$ cat src/rtl/scntr_arb_pkg.sv
// Shared types and helpers for the shared-counter arbiter family.
// SCNTR_ARB_ABORT_EN adds the ABORT state to the state enum.
package scntr_arb_pkg;

    localparam int N_DEF    = 8;
    localparam int NREQ_DEF = 4;

`ifdef SCNTR_ARB_ABORT_EN
    typedef enum logic [2:0] {
        ST_IDLE  = 3'd0,
        ST_LOAD  = 3'd1,
        ST_RUN   = 3'd2,
        ST_DONE  = 3'd3,
        ST_ABORT = 3'd4
    } state_t;
`else
    typedef enum logic [2:0] {
        ST_IDLE = 3'd0,
        ST_LOAD = 3'd1,
        ST_RUN  = 3'd2,
        ST_DONE = 3'd3
    } state_t;
`endif

    // 2^N - L taken mod 2^N is the two's complement of L; callers truncate to N bits.
    function automatic logic [31:0] load_val(input logic [31:0] len);
        return 32'd0 - len;
    endfunction

endpackage

$ cat src/rtl/scntr_arb_ctl_rr_pick.sv
// Combinational round-robin picker: first set request at or above the pointer, wrapping.
// o_gnt is one-hot (all zero when nothing is requested); o_idx is its index.
module rr_pick #(
    parameter int NREQ = 4,
    parameter int PW   = (NREQ > 1) ? $clog2(NREQ) : 1
) (
    input  logic [NREQ-1:0] i_req,
    input  logic [PW-1:0]   i_ptr,
    output logic [NREQ-1:0] o_gnt,
    output logic [PW-1:0]   o_idx
);

    logic [PW-1:0] w_cand;

    always_comb begin
        o_gnt  = '0;
        o_idx  = '0;
        w_cand = '0;
        // Scan from furthest to nearest so the nearest hit to the pointer wins.
        for (int k = NREQ - 1; k >= 0; k--) begin
            w_cand = PW'((int'(i_ptr) + k) % NREQ);
            if (i_req[w_cand]) begin
                o_idx = w_cand;
            end
        end
        if (|i_req) begin
            o_gnt[o_idx] = 1'b1;
        end
    end

endmodule

$ cat src/rtl/scntr_arb_ctl.sv
// Round-robin owner of a shared loadable up-counter: loads -L, counts to carry-out, ACKs owner.
// Define SCNTR_ARB_ABORT_EN to abort (preset counter, no ACK) when the owner drops its request.
module scntr_arb_ctl
    import scntr_arb_pkg::*;
#(
    parameter int N    = N_DEF,
    parameter int NREQ = NREQ_DEF
) (
    input  logic              CLK,
    input  logic              RSTN,
    input  logic [NREQ-1:0]   REQ,
    input  logic [NREQ*N-1:0] LDVAL,
    output logic [NREQ-1:0]   GNT,
    output logic [NREQ-1:0]   ACK,
    output logic              BUSY,
    output logic [N-1:0]      CNT_D,
    output logic              CNT_PL,
    output logic              CNT_EN,
    output logic              CNT_PRE,
    input  logic              CNT_COUT,
    input  logic [N-1:0]      CNT_Q
);

    localparam int PW = (NREQ > 1) ? $clog2(NREQ) : 1;

    state_t          r_state, w_state_nxt;
    logic [PW-1:0]   r_owner, w_owner_nxt;
    logic [PW-1:0]   r_ptr, w_ptr_nxt;
    logic [N-1:0]    r_len, w_len_nxt;
    logic [NREQ-1:0] w_pick_gnt;
    logic [PW-1:0]   w_pick_idx;
    logic [NREQ-1:0] w_owner_oh;
    logic [N-1:0]    w_ldval [NREQ];

    for (genvar g = 0; g < NREQ; g++) begin : g_ldval
        assign w_ldval[g] = LDVAL[g*N +: N];
    end

    rr_pick #(.NREQ(NREQ), .PW(PW)) u_rr_pick (
        .i_req (REQ),
        .i_ptr (r_ptr),
        .o_gnt (w_pick_gnt),
        .o_idx (w_pick_idx)
    );

    always_ff @(posedge CLK) begin
        if (!RSTN) begin
            r_state <= ST_IDLE;
            r_owner <= '0;
            r_ptr   <= '0;
            r_len   <= '0;
        end else begin
            r_state <= w_state_nxt;
            r_owner <= w_owner_nxt;
            r_ptr   <= w_ptr_nxt;
            r_len   <= w_len_nxt;
        end
    end

    always_comb begin
        w_state_nxt = r_state;
        w_owner_nxt = r_owner;
        w_ptr_nxt   = r_ptr;
        w_len_nxt   = r_len;
        case (r_state)
            ST_IDLE: begin
                if (|w_pick_gnt) begin
                    w_owner_nxt = w_pick_idx;
                    w_len_nxt   = w_ldval[w_pick_idx];
                    w_state_nxt = ST_LOAD;
                end
            end
            ST_LOAD: begin
                w_state_nxt = ST_RUN;
`ifdef SCNTR_ARB_ABORT_EN
                if (!REQ[r_owner]) w_state_nxt = ST_ABORT;
`endif
            end
            ST_RUN: begin
                // Withdrawal takes precedence over a coincident carry-out.
`ifdef SCNTR_ARB_ABORT_EN
                if (!REQ[r_owner])  w_state_nxt = ST_ABORT;
                else if (CNT_COUT)  w_state_nxt = ST_DONE;
`else
                if (CNT_COUT) w_state_nxt = ST_DONE;
`endif
            end
            ST_DONE: begin
                w_ptr_nxt   = (r_owner == PW'(NREQ - 1)) ? '0 : r_owner + 1'b1;
                w_state_nxt = ST_IDLE;
            end
`ifdef SCNTR_ARB_ABORT_EN
            ST_ABORT: begin
                w_ptr_nxt   = (r_owner == PW'(NREQ - 1)) ? '0 : r_owner + 1'b1;
                w_state_nxt = ST_IDLE;
            end
`endif
            default: w_state_nxt = ST_IDLE;
        endcase
    end

    assign w_owner_oh = NREQ'(1) << r_owner;

    always_comb begin
        GNT     = '0;
        ACK     = '0;
        CNT_D   = '0;
        CNT_PL  = 1'b0;
        CNT_EN  = 1'b0;
        CNT_PRE = 1'b0;
        BUSY    = (r_state != ST_IDLE);
        case (r_state)
            ST_LOAD: begin
                GNT    = w_owner_oh;
                CNT_PL = 1'b1;
                CNT_D  = N'(load_val(32'(r_len)));
            end
            ST_RUN: begin
                GNT    = w_owner_oh;
                CNT_EN = 1'b1;
            end
            ST_DONE: ACK = w_owner_oh;
`ifdef SCNTR_ARB_ABORT_EN
            ST_ABORT: CNT_PRE = 1'b1;
`endif
            default: ;
        endcase
    end

`ifdef SCNTR_ARB_ABORT_EN
    logic r_abort_q;

    always_ff @(posedge CLK) begin
        if (!RSTN) r_abort_q <= 1'b0;
        else       r_abort_q <= (r_state == ST_ABORT);
    end

    a_preset_ones: assert property (@(posedge CLK) disable iff (!RSTN)
        r_abort_q |-> (CNT_Q == '1));
`else
    logic w_unused_q;
    assign w_unused_q = ^CNT_Q;
`endif

endmodule

$ cat config.mk
export PLATFORM = sky130hd
export DESIGN_NAME = scntr_arb_ctl
export DESIGN_NICKNAME = d
export VERILOG_FILES = /design/src/rtl/scntr_arb_pkg.sv /design/src/rtl/scntr_arb_ctl_rr_pick.sv /design/src/rtl/scntr_arb_ctl.sv
export SDC_FILE = /design/constraint.sdc
export NUM_CORES = 1
export LEC_CHECK = 0
export CAP_MARGIN = 20
export CORE_UTILIZATION = 25
export CTS_CLUSTER_DIAMETER = 150
export DETAILED_ROUTE_END_ITERATION = 8
export GPL_TIMING_DRIVEN = 0
export MAX_ROUTING_LAYER = met4
export PLACE_DENSITY = 0.6
export SYNTH_ARGS = -nofsm -noshare
export SYNTH_HDL_FRONTEND = slang
export SYNTH_SLANG_ARGS = --single-unit
$ cat constraint.sdc
create_clock -name CLK -period 1.9 [get_ports CLK]
set_clock_uncertainty 0.05 [all_clocks]
set_input_delay 0.285 -clock CLK [delete_from_list [all_inputs] [get_ports CLK]]
set_output_delay 0.285 -clock CLK [all_outputs]
set_load 0.02 [all_outputs]
==> results of run 1 <==
[worst max-delay path: stages (launching register included)]
cell     delay [ns]
dfxtp_2        0.35
nor3_4         0.21
nand2_1        0.10
or3_1          0.32
xor2_1         0.15
and2_1         0.16
buf_2          0.16
[cells in the mapped netlist (5+ instances only)]
cell,instances
mux2i_1,19
and2_1,15
dfxtp_1,14
nand2_1,11
inv_1,10
ha_1,9
o221ai_1,8
nor2_1,6
nor2b_1,6
a21oi_1,5
nand2b_1,5
[layout by cell type, fill, tap and decap left out, types with 5 or more instances in the layout]
cell type / instances
clkdlybuf4s50_1: 36
and2_1: 14
ha_1: 6
nor2b_1: 6
mux2i_1: 19
nand2_1: 11
a21oi_1: 5
dlygate4sd2_1: 9
buf_4: 7
inv_1: 9
dfxtp_1: 11
nor2_1: 6
o221ai_1: 8
[per-stage QoR]
stage | util | TNS [ns] | cells | instance area, um^2
2_1_floorplan | - | 0 | 134 | 1140
3_3_place_gp | 0.404 | -3.77 | 242 | 1770
3_5_place_dp | 0.404 | -3.91 | 242 | 1770
4_1_cts | 0.428 | -0.155 | 251 | 1880
5_1_grt | 0.443 | -0.208 | 251 | 1940
6_report | 0.443 | -0.124 | 251 | 1940
[final timing paths]
check,cells after the start,end,slack (ns)
setup reg to reg,6,r_len[4]$_SDFFE_PN0P_,0.28
hold / removal,2,r_owner[0]$_SDFFE_PN0P_,0.39
setup / recovery,6,CNT_D[7],-0.12
hold reg to reg,2,r_len[7]$_SDFFE_PN0P_,0.46
[what timing repair did]
action / CTS / global route
hold endpoints to repair: 0 / 0
hold buffers: 0 / 0
setup endpoints to repair: 26 / 18
pin swaps: 5 / 6
resized for setup: 39 / 20
buffers inserted: 6 / 0
[kinds of logic (layout without fill, tap and decap cells)]
family | after synthesis | in the layout | synth area share
AOI/OAI and AO/OA | 20 | 20 | 0.144
and+or+nand+nor | 52 | 52 | 0.246
DFF | 14 | 14 | 0.245
muxes | 19 | 19 | 0.166
other | 1 | 1 | 0.00328
adders and majority gates | 9 | 9 | 0.0984
xor gates and xnor gates | 4 | 4 | 0.0306
buffers and inverters | 15 | 80 | 0.0667
[per-layer routing]
metal  part of all wire  track usage
met2               0.48        0.225
met5                  0            -
met3              0.059       0.0305
met4             0.0045       0.0267
met1               0.45        0.160
[cell type report]
type                       count  area [um^2]
timing repair buffer          62          581
clock buffer                   4         55.1
tap                           52         65.1
buffer                         3         31.3
sequential                    14          284
inverter                      11         41.3
multi-input combinational    105          887
fill                         464         2440
[sequential cells by signal, summed over array words and instances, names as in the netlist]
signal / cells
r_len: 8
r_owner: 2
r_ptr: 2
r_state: 2
[power by group]
| part | switching [W] | internal, W | total (W) | leakage, nW |
|---|---|---|---|---|
| Sequential | 0.000118 | 0.000395 | 0.000513 | 0.116 |
| Clock | 0.000108 | 0.000184 | 0.000292 | 0.0288 |
| Combinational | 0.000748 | 0.000703 | 0.00145 | 0.670 |
| Total | 0.000974 | 0.00128 | 0.00226 | 0.815 |
==> key figures, run 1 <==
Logic synthesis
  – Post-synth EDFFs: 0
  – Post-Synthesis Cells: 134
  – Yosys top cell by area: dfxtp_1
  – Yosys cell types: 32
  – Ys flop type: dfxtp_1
  – Post-synthesis net count: 190
  – Top post-synthesis cells by area: dfxtp_1, mux2i_1, ha_1, and2_1, o221ai_1
  – Synth top area share: 0.245
  – Sequential area share after synthesis: 0.245
  – Post-synth ARST share: 0
  – Synth Area per Inst: 8.54 um^2
  – Post-Syn Area: roughly 1100 um^2
  – #FFs+latches synth: 14
  – Syn. warnings: 0

Placement
  – PortBufs: 56
  – Pre-CTS WS: -0.408 ns
  – HPWL Detailed: between 2000 and 2500 um
  – Placer Congestion: 0.774

Worst hold path
  – Hold_sp: RSTN
  – Hold Crit Class: in2reg

Timing
  – RSZ-0062 raised after global routing: true
  – Final worst slack: -0.124 ns
  – Pins Over Slew Limit: 0
  – Fmax: ~490 MHz
  – Hold Violations, Final: 0
  – Worst hold slack: 0.394 ns
  – Final period util: 1.07
  – Setup violations, final: 1
  – Fin crit period: roughly 2.0 ns

Worst setup path
  – Critical Path Sink Type: primary output
  – Worst EP arrival: 1.69 ns
  – Worst r2r src: r_ptr[0]$_SDFFE_PN0P_
  – Crit Path Class: reg2out
  – Critical Path RT: between 1.5 and 2 ns
  – Critical path fanouts, max: 4
  – CP startpoint: r_len[0]$_SDFFE_PN0P_
  – CP startpoint kind: flip-flop

Global routing
  – Number of global-route vias before repair: 1,123
  – GRT Util Overall: 0.132
  – First-pass GRT wire length: approximately 5100 um
  – Largest net degree at the start of global routing: 11
  – Overflow after GRT: 0
  – Initial antenna violation count: 0

Floorplanning
  – Die width: 69.7 um
  – Core area: 4380 um^2
  – Initial core utilization: 0.261
  – Ports: 67
  – Std-Cell Rows: 24
  – Die area: about 4900 um^2
  – Die Ht: 69.7 um

Power
  – Power per cell area: 1160 nW/um^2
  – Cell leakage power: around 0.82 nW
  – Peak supply drop: 0.417 mV
  – Total power: 0.00226 W

Detailed routing
  – Vias per std cell: 4.56
  – DRC: 0
  – Iter 0 DRT Violations: 31
  – DR vias: 1,144
  – Routed WL per cell: about 12 um
  – Post-route ant nets: 0
  – TritonRoute pass-1 iters: 4
  – Routed wire length: 3100 um

Outcome
  – Failing checks: negative setup slack
  – Status: finished with violations

CTS
  – CTS Buffer Depth: 2
  – Clock Latency Late Sink: 0.25 ns
  – CTS H-tree lvls: 1
  – Clock Pin Slew Worst Setup and Hold Paths: 0.06 ns
  – TritonCTS Sinks: 14
  – CTS root buffer: clkbuf_8
  – TritonCTS clock tree: yes
  – CTS Buf Count: 3

Cells and area
  – Share of cells above drive strength 1: 0.181
  – Layout area overhead: 69.8%
  – Final #Nets: around 260
  – Antenna cells: 0

Job
  – Max Cap Viol: 0
No activity file was read; power rests on OpenSTA's default activity.
==> run 2: changes to the inputs <==
--- a/config.mk
+++ b/config.mk
@@ -5,7 +5,7 @@
 export SDC_FILE = /design/constraint.sdc
 export NUM_CORES = 1
 export LEC_CHECK = 0
-export CAP_MARGIN = 20
+export CAP_MARGIN = 30
 export CORE_UTILIZATION = 25
 export CTS_CLUSTER_DIAMETER = 150
 export DETAILED_ROUTE_END_ITERATION = 8
==> constraint.sdc (replaced) <==
create_clock -name CLK -period 2.3 [get_ports CLK]
set_clock_uncertainty 0.05 [all_clocks]
set_input_delay 0.345 -clock CLK [delete_from_list [all_inputs] [get_ports CLK]]
set_output_delay 0.345 -clock CLK [all_outputs]
set_load 0.02 [all_outputs]
==> run 2 against run 1 <==
Against the previous run: the run now ends clean; clock power fell by 18%; largest cell class unchanged; final cell count decreased by 2.0%; die area unchanged.
==> key figures, run 2 (same netlist as run 1, synthesis figures left out) <==
Power
  – Power per cell area: 947 nW/um^2 (-18%)
  – Switching Fraction: 0.422 (-0.00978)
  – Seq pwr share: 0.231 (+0.003)
  – Cell leakage power: 0.751 nW (-7.9%)
  – Peak supply drop: 0.330 mV (-21%)
  – Clock power frac: 0.138 (+0.009)
  – Combinational Power Share: 0.631 (-0.012)
  – Internal power: 0.00100 W (-22%)
  – Net Sw Power: 0.000733 W (-25%)

CTS
  – CTS Buf Count: 3 (unchanged)
  – CTS root buffer: clkbuf_8
  – Clock Latency Late Sink: 0.25 ns (about the same)
  – Clock Pin Slew Worst Setup and Hold Paths: 0.06 ns (about the same)
  – Postcts setup bufs: 0 (-6)
  – CTS Buffer Depth: 2 (unchanged)
  – TritonCTS Sinks: 14 (unchanged)
  – CTS H-tree lvls: 1 (unchanged)
  – # hold bufs at CTS: 0 (unchanged)
  – TritonCTS clock tree: yes

Job
  – Max Cap Viol: 0 (unchanged)

Cells and area
  – Layout area overhead: 60.2%
  – Antenna cells: 0 (unchanged)
  – Largest reg by FF count: r_len
  – Post-Layout Cell Count: 246 (-2.0%)
  – Final core utilization: 0.418 (-0.0251)
  – Share of cells above drive strength 1: 0.0722 (-0.109)
  – Commonest non-fill, non-tap cells in the layout: clkdlybuf4s50_1, mux2i_1, and2_1
  – Commonest non-fill, non-tap cell in the layout: clkdlybuf4s50_1
  – Number of flip-flops in the largest register: 8 (unchanged)
  – Final #Nets: 251 (-2.0%)
  – # fillers: 475 (+2.4%)

Timing
  – Worst hold slack: 0.418 ns (+0.0237 ns)
  – Fmax: 459 MHz
  – RSZ-0062 raised after global routing: false
  – Fin crit period: 2.18 ns
  – Final worst slack: 0.123 ns (+0.247 ns)
  – Pins Over Slew Limit: 0 (unchanged)
  – Final TNS setup: 0 ns (+0.124 ns)
  – Final period util: 0.947
  – Setup violations, final: 0 (-1)
  – Hold Violations, Final: 0 (unchanged)

Floorplanning
  – Std-Cell Rows: 24 (unchanged)
  – Die width: 69.7 um (unchanged)
  – Ports: 67 (unchanged)
  – Core area: 4380 um^2 (unchanged)
  – Die Ht: 69.7 um (unchanged)
  – Initial core utilization: 0.261 (unchanged)
  – Die area: 4850 um^2 (unchanged)

Worst setup path
  – Crit Path Class: reg2out
  – Critical path fanouts, max: 5 (+1)
  – Worst EP arrival: 1.78 ns (+0.09 ns)
  – Critical Path RT: 1.90 ns (+0.34 ns)
  – CP startpoint kind: flip-flop
  – Critical Path Sink Type: primary output

Global routing
  – Largest net degree at the start of global routing: 11 (unchanged)
  – First-pass GRT wire length: 4830 um (-4.8%)
  – Number of global-route vias before repair: 1,059 (-5.7%)
  – Overflow after GRT: 0 (unchanged)
  – GRT Util Overall: 0.127 (-0.00505)
  – Initial antenna violation count: 0 (unchanged)

Detailed routing
  – DR vias: 1,125 (-1.7%)
  – DRC: 0 (unchanged)
  – Vias per std cell: 4.57 (+0.34%)
  – TritonRoute pass-1 iters: 4 (unchanged)
  – Post-route ant nets: 0 (unchanged)
  – Routed WL per cell: 12.0 um (-2.9%)
  – Routed wire length: 2950 um (-4.8%)
  – Iter 0 DRT Violations: 26 (-16%)

Placement
  – HPWL Detailed: 2260 um (unchanged)
  – PortBufs: 56 (unchanged)
  – Pre-CTS WS: -0.0675 ns (+0.340 ns)
  – Placer Congestion: 0.774 (unchanged)
  – Inst Count DP: 242 (unchanged)

Outcome
  – Status: finished, final reports clean

Worst hold path
  – Hold Crit Class: in2reg
run 2: changes by cell type in the layout (fill, tap and decap cells not counted), sizes merged:
cell,previous run,this run
buf,11,3
clkdlybuf4s15,4,0
clkbuf,7,6
dlygate4sd2,9,2
clkdlybuf4s50,36,51
run 2: final timing paths:
check / start / endpoint / slack [ns] / cells past startpoint
setup / recovery: r_state[1]$_SDFFE_PN0P_ / GNT[1] / 0.12 / 4
hold / removal: RSTN / r_owner[0]$_SDFFE_PN0P_ / 0.42 / 2
setup reg to reg: r_ptr[1]$_SDFFE_PN0P_ / r_len[1]$_SDFFE_PN0P_ / 0.55 / 6
hold reg to reg: r_len[7]$_SDFFE_PN0P_ / r_len[7]$_SDFFE_PN0P_ / 0.46 / 2
run 2: final cells by class:
| class | count | area (um^2) | area share |
|---|---|---|---|
| plain buffers | 4 | 35.0 | 0.0191 |
| clock buffers | 4 | 55.1 | 0.0300 |
| inverters | 11 | 41.3 | 0.0225 |
| multi-input cells | 105 | 800 | 0.436 |
| flip-flops and latches | 14 | 280 | 0.153 |
| well taps | 52 | 65.1 | 0.0355 |
| repair buffers | 56 | 558 | 0.304 |
run 2: critical path: stages (launching register included):
cell and delay, ns:
dfxtp_1 0.35, inv_1 0.09, ha_1 0.35, and2_1 0.15, clkdlybuf4s50_1 0.59
run 2: metal layers:
metal | vias to the layer above | wire length, um | track usage
li1 | 582 | - | -
met1 | 508 | 1410 | 0.160
met2 | 33 | 1340 | 0.208
met3 | 2 | 187 | 0.0305
met4 | 0 | 13 | 0.0267
met5 | - | 0 | -
run 2: stage by stage:
| step | cell area [um^2] | power (W) |
|---|---|---|
| 6_report | 1830 | 0.00174 |
| 5_1_grt | 1830 | 0.00189 |
| 4_1_cts | 1830 | 0.00177 |
| 3_5_place_dp | 1770 | 0.00153 |
| 3_3_place_gp | 1770 | 0.00152 |
| 2_1_floorplan | 1140 | 0.00109 |
run 2: power by group through the flow:
| stage | Combinational [W] | Sequential (W) | Clock, W |
|---|---|---|---|
| 6_report | 0.00110 | 0.000401 | 0.000240 |
| 5_1_grt | 0.00121 | 0.000415 | 0.000259 |
| 4_1_cts | 0.00113 | 0.000401 | 0.000247 |
| 3_5_place_dp | 0.00113 | 0.000399 | 0 |
| 3_3_place_gp | 0.00112 | 0.000398 | 0 |
| 2_1_floorplan | 0.000706 | 0.000383 | 0 |
run 2: timing repair:
item                                    CTS  global route
resized for setup                         6             3
hold endpoints to repair                  0             0
endpoints found under the setup margin    4             3
pin swaps                                 1             0
gates cloned                              0             0
==> run 3: changes to the inputs <==
--- a/config.mk
+++ b/config.mk
@@ -6,12 +6,14 @@
 export NUM_CORES = 1
 export LEC_CHECK = 0
 export CAP_MARGIN = 30
+export CELL_PAD_IN_SITES_DETAIL_PLACEMENT = 1
+export CELL_PAD_IN_SITES_GLOBAL_PLACEMENT = 1
 export CORE_UTILIZATION = 25
 export CTS_CLUSTER_DIAMETER = 150
 export DETAILED_ROUTE_END_ITERATION = 8
 export GPL_TIMING_DRIVEN = 0
 export MAX_ROUTING_LAYER = met4
-export PLACE_DENSITY = 0.6
+export PLACE_DENSITY = 0.8
 export SYNTH_ARGS = -nofsm -noshare
 export SYNTH_HDL_FRONTEND = slang
 export SYNTH_SLANG_ARGS = --single-unit
==> run 3 against run 2 <==
Against the previous run: core utilization stayed put; via count is 1.8% higher; final cell count is 0.41% lower; critical path depth is 2 higher; die area stayed put; highest routed layer unchanged; final area stayed put; power is 1.3% lower; non-clock buffer count stayed put; hold slack better by 0.014 ns; wire length is 6.8% higher; sequential power is 2% higher; largest power group unchanged; combinational power hardly changed.
==> key figures, run 3 (same netlist as run 1, synthesis figures left out) <==
Timing
  – Fin crit period: 2.22 ns (+0.0463 ns)
  – RSZ-0062 raised after global routing: true
  – Final period util: 0.967 (+0.0201)
  – Hold Violations, Final: 0 (unchanged)
  – Pins Over Slew Limit: 0 (unchanged)
  – Setup violations, final: 0 (unchanged)
  – Fmax: 450 MHz (-2.1%)

Outcome
  – Status: finished, final reports clean

Worst setup path
  – Critical Path RT: 1.90 ns (about the same)
  – Critical path fanouts, max: 4 (-1)
  – CP startpoint kind: flip-flop
  – Critical Path Sink Type: primary output
  – Worst EP arrival: 1.83 ns (+0.05 ns)
  – Crit Path Class: reg2out

Power
  – Cell leakage power: 0.744 nW (-0.86%)
  – Seq pwr share: 0.238 (+0.007)
  – Net Sw Power: 0.000731 W (-0.34%)
  – Power per cell area: 935 nW/um^2 (-1.3%)
  – Clock power frac: 0.113 (-0.025)
  – Peak supply drop: 0.334 mV (+1.2%)
  – Combinational Power Share: 0.649 (+0.018)
  – Internal power: 0.000985 W (-2.0%)
  – Switching Fraction: 0.426 (+0.00401)
  – Total power: 0.00172 W (-1.3%)

Global routing
  – Largest net degree at the start of global routing: 11 (unchanged)
  – GRT Util Overall: 0.137 (+0.0101)
  – Number of global-route vias before repair: 1,184 (+12%)
  – Overflow after GRT: 0 (unchanged)
  – GR met1 Demand/Resource: 0.163 (+0.00369)
  – Met3 GRT Util: 0.0422 (+0.0116)
  – Initial antenna violation count: 0 (unchanged)
  – Global route hottest layer: met2
  – First-pass GRT wire length: 5280 um (+9.3%)
  – Global Route met2 Usage: 0.236 (+0.0280)

Floorplanning
  – Die width: 69.7 um (unchanged)
  – Die area: 4850 um^2 (unchanged)
  – Ports: 67 (unchanged)
  – Core area: 4380 um^2 (unchanged)
  – Die Ht: 69.7 um (unchanged)
  – Std-Cell Rows: 24 (unchanged)
  – Initial core utilization: 0.261 (unchanged)

Detailed routing
  – TritonRoute pass-1 iters: 3 (-1)
  – Routed wire length: 3150 um (+6.8%)
  – Iter 0 DRT Violations: 14 (-46%)
  – DR vias: 1,145 (+1.8%)
  – Post-route ant nets: 0 (unchanged)
  – Vias per std cell: 4.67 (+2.2%)
  – Routed WL per cell: 12.9 um (+7.2%)
  – DRC: 0 (unchanged)

Cells and area
  – Number of flip-flops in the largest register: 8 (unchanged)
  – Layout area overhead: 60.2% (unchanged)
  – Commonest non-fill, non-tap cells in the layout: clkdlybuf4s50_1, mux2i_1, and2_1
  – Largest reg by FF count: r_len
  – # fillers: 521 (+9.7%)
  – Final #Nets: 251 (unchanged)
  – Commonest non-fill, non-tap cell in the layout: clkdlybuf4s50_1
  – Share of cells above drive strength 1: 0.0674 (-0.00481)
  – Antenna cells: 0 (unchanged)
  – Final core utilization: 0.418 (unchanged)

CTS
  – CTS H-tree lvls: 1 (unchanged)
  – TritonCTS clock tree: yes
  – Clock Latency Late Sink: 0.24 ns (about the same)
  – CTS root buffer: clkbuf_8
  – Clock Pin Slew Worst Setup and Hold Paths: 0.05 ns (about the same)
  – TritonCTS Sinks: 14 (unchanged)
  – CTS Buf Count: 3 (unchanged)
  – Postcts setup bufs: 0 (unchanged)
  – CTS Buffer Depth: 2 (unchanged)

Placement
  – PortBufs: 56 (unchanged)
  – Placer Congestion: 0.802 (+3.5%)
  – HPWL Detailed: 2640 um (+17%)

Worst hold path
  – Hold Crit Class: in2reg

Job
  – Max Cap Viol: 0 (unchanged)
## run 3: cell types whose count changed in the layout (fill, tap and decap cells not counted), sizes merged
cell,change
clkdlybuf4s15,+1
clkbuf,-2
## run 3: area by class of cell
cell class                      instances  area (um^2)  area share
Multi-Input combinational cell        105          808       0.441
Tap cell                               52         65.1      0.0355
Inverter                               11         41.3      0.0225
Sequential cell                        14          280       0.153
Timing Repair Buffer                   56          563       0.307
Clock buffer                            3         41.3      0.0225
Buffer                                  4         35.0      0.0191
## run 3: timing repair
action / in CTS / in global routing
hold buffers: 0 / 0
setup endpoints to repair: 3 / 3
gates resized for setup: 5 / 5
pin swaps: 1 / 0
## run 3: per-stage QoR
| step | setup WS (ns) | std cells | TNS [ns] | hold slack [ns] | area [um^2] |
|---|---|---|---|---|---|
| floorplan | 0.551 | 134 | 0 | 0.403 | 1140 |
| detailed placement | -0.103 | 242 | -0.103 | 0.453 | 1770 |
| CTS | -0.00335 | 245 | -0.00335 | 0.436 | 1820 |
| global route | -0.0128 | 245 | -0.0223 | 0.461 | 1830 |
| global placement | -0.0943 | 242 | -0.0943 | 0.444 | 1770 |
| finish | 0.0767 | 245 | 0 | 0.432 | 1830 |
## run 3: metal layers
metal | up-vias | wire length, um
met5 | - | 0
met4 | 0 | 11
met3 | 3 | 227
met2 | 35 | 1560
met1 | 529 | 1350
li1 | 578 | -
## run 3: worst paths after layout
| kind | from | depth (start not counted) | slack, ns | to |
|---|---|---|---|---|
| setup reg to reg | r_ptr[1]$_SDFFE_PN0P_ | 6 | 0.54 | r_len[0]$_SDFFE_PN0P_ |
| hold / removal | RSTN | 2 | 0.43 | r_owner[0]$_SDFFE_PN0P_ |
| setup / recovery | r_len[2]$_SDFFE_PN0P_ | 6 | 0.08 | CNT_D[7] |
| hold reg to reg | r_len[6]$_SDFFE_PN0P_ | 2 | 0.47 | r_len[6]$_SDFFE_PN0P_ |
## run 3: worst max-delay path, stage by stage (launching register included)
cell	delay (ns)
dfxtp_1	0.34
nor3_4	0.23
nand2_1	0.11
or3_1	0.33
xor2_1	0.15
and2_1	0.15
clkdlybuf4s15_1	0.28
## run 3: power groups by stage
stage,logic [W],clock network [W],registers [W]
finish,0.00111,0.000195,0.000408
global route,0.00124,0.000212,0.000424
CTS,0.00113,0.000202,0.000403
detailed placement,0.00114,0,0.000402
global placement,0.00112,0,0.000399
floorplan,0.000706,0,0.000383
